[config.mk]
export PLATFORM = sky130hd
export DESIGN_NAME = game_autoplayer
export DESIGN_NICKNAME = d
export VERILOG_FILES = /design/src/rtl/game_autoplayer.sv
export SDC_FILE = /design/constraint.sdc
export NUM_CORES = 1
export LEC_CHECK = 0
export BUFFER_PORTS_ARGS = -buffer_cell sky130_fd_sc_hd__buf_2
export CORE_MARGIN = 2
export CORE_UTILIZATION = 52
export DETAILED_ROUTE_END_ITERATION = 6
export PLACE_DENSITY = 0.74
export SLEW_MARGIN = 0
export SYNTH_ARGS = -nofsm -noshare
export SYNTH_HDL_FRONTEND = slang
export SYNTH_SLANG_ARGS = --single-unit
[constraint.sdc]
create_clock -name clk -period 2 [get_ports clk]
set_input_delay 0.5 -clock clk [delete_from_list [all_inputs] [get_ports clk]]
set_output_delay 0.5 -clock clk [all_outputs]
set_load 0.02 [all_outputs]
[src/rtl/game_autoplayer.sv]
// Autoplayer for the motivation game: watches the game's state code, tracks one-shot
// actions and drives a registered Decision that steers the game toward the win state.
module game_autoplayer #(
    parameter int TARGET_MOT = 7,
    parameter int MOT_W      = 3,
    parameter int MAX_STEPS  = 63
) (
    input  logic             clk,
    input  logic             reset,
    input  logic             start,
    input  logic [4:0]       state,
    output logic [1:0]       Decision,
    output logic [MOT_W-1:0] motivation,
    output logic             done,
    output logic             win,
    output logic             timeout
);
    localparam int STEP_W = $clog2(MAX_STEPS + 1);

    localparam logic [1:0] PH_IDLE = 2'd0;
    localparam logic [1:0] PH_PLAY = 2'd1;
    localparam logic [1:0] PH_DONE = 2'd2;

    localparam logic [1:0] DEC_A = 2'b00;
    localparam logic [1:0] DEC_B = 2'b01;
    localparam logic [1:0] DEC_C = 2'b10;
    localparam logic [1:0] DEC_D = 2'b11;

    localparam int F_SHOWER  = 0;
    localparam int F_EAT     = 1;
    localparam int F_WALK    = 2;
    localparam int F_NAP     = 3;
    localparam int F_FRIENDS = 4;
    localparam int F_LECTURE = 5;
    localparam int F_VIDEOS  = 6;
    localparam int F_MASK    = 7;

    logic [1:0]        phase;
    logic [4:0]        prev_state;
    logic [STEP_W-1:0] steps;
    logic [7:0]        flags;
    logic              strobe;
    logic              target_met;
    logic              is_event;
    logic [2:0]        ev_idx;
    logic [1:0]        dec_next;

    assign strobe     = (state != prev_state);
    assign target_met = (motivation >= MOT_W'(TARGET_MOT));

    always_comb begin
        is_event = 1'b0;
        ev_idx   = 3'd0;
        case (state)
            5'd3:  begin is_event = 1'b1; ev_idx = 3'(F_SHOWER);  end
            5'd4:  begin is_event = 1'b1; ev_idx = 3'(F_EAT);     end
            5'd5:  begin is_event = 1'b1; ev_idx = 3'(F_WALK);    end
            5'd7:  begin is_event = 1'b1; ev_idx = 3'(F_NAP);     end
            5'd14: begin is_event = 1'b1; ev_idx = 3'(F_FRIENDS); end
            5'd17: begin is_event = 1'b1; ev_idx = 3'(F_LECTURE); end
            5'd18: begin is_event = 1'b1; ev_idx = 3'(F_VIDEOS);  end
            default: ;
        endcase
    end

    // Menu policy: pick the first unfinished motivation source; never A on the phone menu.
    always_comb begin
        dec_next = Decision;
        case (state)
            5'd1: begin
                if (!flags[F_SHOWER])                      dec_next = DEC_B;
                else if (!flags[F_EAT])                    dec_next = DEC_C;
                else if (flags[F_MASK] && !flags[F_WALK])  dec_next = DEC_D;
                else                                       dec_next = DEC_A;
            end
            5'd2: begin
                if (!flags[F_MASK])                        dec_next = DEC_C;
                else if (!flags[F_WALK])                   dec_next = DEC_D;
                else if (!flags[F_NAP])                    dec_next = DEC_B;
                else                                       dec_next = DEC_A;
            end
            5'd6: begin
                if (target_met)                            dec_next = DEC_A;
                else if (!flags[F_FRIENDS])                dec_next = DEC_B;
                else if (!flags[F_LECTURE] || !flags[F_VIDEOS]) dec_next = DEC_C;
                else                                       dec_next = DEC_A;
            end
            5'd11: dec_next = flags[F_FRIENDS] ? DEC_D : DEC_B;
            5'd12: begin
                if (!flags[F_LECTURE])                     dec_next = DEC_A;
                else if (!flags[F_VIDEOS])                 dec_next = DEC_B;
                else                                       dec_next = DEC_D;
            end
            default: ;
        endcase
    end

    always_ff @(posedge clk or negedge reset) begin
        if (!reset) begin
            phase      <= PH_IDLE;
            prev_state <= 5'd0;
            steps      <= '0;
            flags      <= '0;
            Decision   <= DEC_A;
            motivation <= '0;
            done       <= 1'b0;
            win        <= 1'b0;
            timeout    <= 1'b0;
        end else begin
            prev_state <= state;
            case (phase)
                PH_IDLE, PH_DONE: begin
                    if (start) begin
                        phase      <= PH_PLAY;
                        steps      <= '0;
                        flags      <= '0;
                        motivation <= '0;
                        done       <= 1'b0;
                        win        <= 1'b0;
                        timeout    <= 1'b0;
                    end
                end
                PH_PLAY: begin
                    Decision <= dec_next;
                    if (strobe) begin
                        steps <= steps + 1'b1;
                        if (is_event) begin
                            flags[ev_idx] <= 1'b1;
                            if (!flags[ev_idx] && motivation != '1)
                                motivation <= motivation + 1'b1;
                        end
                        if (state == 5'd8)
                            flags[F_MASK] <= 1'b1;
                    end
                    // Terminal states win over the step budget in the same cycle.
                    if (state == 5'd9) begin
                        phase <= PH_DONE;
                        done  <= 1'b1;
                        win   <= 1'b1;
                    end else if (state == 5'd10 || state == 5'd13) begin
                        phase <= PH_DONE;
                        done  <= 1'b1;
                    end else if (strobe && steps == STEP_W'(MAX_STEPS - 1)) begin
                        phase   <= PH_DONE;
                        done    <= 1'b1;
                        timeout <= 1'b1;
                    end
                end
                default: phase <= PH_IDLE;
            endcase
        end
    end
endmodule

==> results.txt <==
final antenna-violating net count: 0
R2R cell count: 6
Final Max Slew Viols: 0
main combinational cell family by area after synthesis: simple AND/OR/NAND/NOR gates
Final Skew: 3.262 ps
Placed Area: 1904 sq um
slowest stage cell, crit path: a2111o_1
die area: 3555 sq um
WL per Instance: 16.82 microns
Synth Warn #: 0
Iteration-0 DRC Markers: 139
CORE AREA: 3003 sq um
number of library cell types mapped by synthesis: 38
n_diodes: 0
Relative slew margins: 56.46%
FF-to-FF End: motivation[0]
Post-synth EDFFs: 0
cells after synthesis: 167
WP data required: 2230 ps
Adder-Cell Fraction of Synth Area: 3.110%
Post-synth ARST share: 100.0%
row count: 20
# DRC: 0
XOR/XNOR Fraction of Synth Area: 3.266%
R2R setup slack: 80 ps
pin count of the biggest net entering global routing: 30
worst vdd ir: 602.8 uV
CTS tree: built
Die H: 59.63 microns
worst r2r src: motivation[0]
CTS Buffer Depth: 2
Final period util: 97.31%
via/cell ratio: 6.191
Pre-antenna DRT Iters: 4
io pins: 16
Fin Hold WS: 178.2 ps
post-synthesis simple-gate area fraction: 22.55%
detailed placer's ending HPWL: 3.104 mm
compound-gate portion of the synthesized area: 17.26%
CTS buffer count: 5
number of global-route vias before repair: 1,456
Critical Path AT: 2180 ps
Final WS setup: 53.70 ps
final hold violations: 0
Power Total: 2.095 mW
crit-path cells: buf_4 -> buf_6 -> nand2b_4 -> a2111o_1 -> and3_4 -> a221o_1 -> a21o_1 -> mux2_4
delay of the slowest critical-path stage: 430 ps
fin area: 2017 sq um
register area share after synthesis: 45.10%
CP max FO: 8
crit path buf inv count: 2
#FFs+latches synth: 29
Die Wd: 59.63 microns
mux contribution to synthesized area: 5.677%
antenna violations before repair: 0
Final Setup Violations: 0
nets@finish: 224
leakage power: 0.9832 nW
Post-Synthesis Cell Area: 1609 sq um
clk sinks: 29
critical path class: in -> reg
layout cells sized above 1: 30.52%
Max Fclk: 0.5138 GHz
Starting Density: 53.58%
Setup Total Neg Slack: 0 ps
clk_lat worst skew: 340 ps
CP Launch Type: primary input
Critical Path Source: state[0]
Least-Margin Pin Slew: 653.0 ps
Main synth FF type: dfrtp_1
power per cell area: 1039 nW/um^2
clock-pin slew on the worst setup and hold paths: 90 ps
final WL: 4.138 mm
H-Tree Depth: 2
Root Buffer: clkbuf_4
Avg Inst Size Synth: 9.635 sq um
critical path depth: 8
I/O Buffers: 15
total number of vias: 1,523
Post-Syn Nets: 179
status: completed
RePlAce Congestion: 0.9684
Place WS: -337.5 ps
Layout area overhead: 25.35%
Tightest Hold Check Type: in -> async
Worst setup EP type: flip-flop
first-pass GRT wire length: 6.755 mm
Tot GR Track Use: 26.11%
gr ovfl total: 0
post-route minimum period: 1946 ps
Max-cap violations: 0
worst setup path endpoint: motivation[0]
Largest delay share family, worst path: compound AO/OA/AOI/OAI gates
# hold bufs at CTS: 0
cell usage in the layout (no fill, tap or decap), drive strengths merged, types with 2 or more instances in the layout:
cell and n:
a22o 2, clkbuf 7, nor2 13, and3 4, buf 44, xor2 6, a31oi 5, nand2b 6
nand4b 2, nor3 4, inv 6, dfrtp 29, nand4 6, nor2b 5, mux2 6, a32o 5
a2111o 2, o21ai 10, nor3b 2, a21o 2, mux2i 2, nand2 11, nand3 12, and2 2
a21oi 7, ha 4
how the worst min path moves through the flow:
| stage | start | to | slack [ps] | depth (start not counted) |
|---|---|---|---|---|
| after floorplan | reset | Decision[0] | 200 | 0 |
| after global placement | done | done | 460 | 2 |
| after detailed placement | done | done | 480 | 2 |
| after CTS | reset | prev_state[0] | 200 | 1 |
| after global routing | reset | flags[5] | 220 | 1 |
| final | reset | flags[5] | 180 | 1 |
report_power, final:
group	internal, mW	switching, mW
logic	0.378	0.448
registers	0.732	0.128
clock network	0.203	0.207
metal layers:
layer	share of wire, %	wire, microns	global-route usage, %	vias up
li1	-	-	-	708
met1	41	1705	31.86	737
met2	50	2070	43.64	67
met3	6.7	279	6.550	11
met4	2.0	82	11.11	0
met5	0	0	0	-
registers in the layout, indices dropped and copies added (netlist names):
signal      cells
prev_state      5
steps           6
win             1
timeout         1
phase           2
motivation      3
done            1
flags           8
Decision        2
what timing repair did:
action	CTS	global route
setup endpoints to repair	1	1
setup buffers	0	2
pin swaps	2	3
resized for setup	2	6
cell type report:
| type | instances | area [sq um] |
|---|---|---|
| repair buffers | 44 | 299.0 |
| clock buffers | 7 | 65.06 |
| well taps | 33 | 41.29 |
| inverters | 6 | 22.52 |
| fillers | 271 | 985.9 |
| clock inverters | 1 | 5.005 |
| flip-flops and latches | 29 | 725.7 |
| multi-input cells | 126 | 858.3 |
Yosys cell counts, types with 2 or more instances:
| cell type | number | area (sq um) |
|---|---|---|
| and3_1 | 4 | 25.02 |
| xor2_1 | 6 | 52.55 |
| nand2_1 | 11 | 41.29 |
| clkbuf_1 | 3 | 11.26 |
| o21ai_0 | 10 | 50.05 |
| nand3_1 | 12 | 60.06 |
| inv_1 | 5 | 18.77 |
| nand4_1 | 6 | 37.54 |
| nand4b_1 | 2 | 17.52 |
| a2111o_1 | 2 | 22.52 |
| a21oi_1 | 6 | 30.03 |
| and2_1 | 2 | 12.51 |
| a21o_1 | 2 | 15.01 |
| buf_2 | 3 | 15.01 |
| mux2_2 | 4 | 45.04 |
| nand2b_1 | 6 | 37.54 |
| nor2_1 | 13 | 48.80 |
| ha_1 | 4 | 50.05 |
| nor2b_1 | 5 | 31.28 |
| mux2i_1 | 2 | 20.02 |
| dfrtp_1 | 29 | 725.7 |
| nor3b_1 | 2 | 15.01 |
| a32o_1 | 5 | 50.05 |
| a22o_1 | 2 | 17.52 |
| nor3_1 | 4 | 20.02 |
| a31oi_1 | 5 | 31.28 |
metrics by stage:
step,util [%],cells
floorplan,-,167
global placement,63.42,236
detailed placement,63.42,236
CTS,65.96,244
global route,67.17,246
finish,67.17,246
cells by family after synthesis:
| kind of cell | count (synthesis) |
|---|---|
| flops | 29 |
| xor+xnor | 6 |
| mux | 8 |
| fa+ha+maj | 4 |
| simple gates | 69 |
| buf+inv | 12 |
| compound gates | 39 |
worst register-to-register path, stage by stage, from the launching register on:
cell and delay [ps]:
dfrtp_1 400, ha_2 180, ha_2 180, a2111o_1 340, a221o_1 280, a21o_1 190, mux2_4 260
Note: power is estimated with default switching activity, not from simulation.
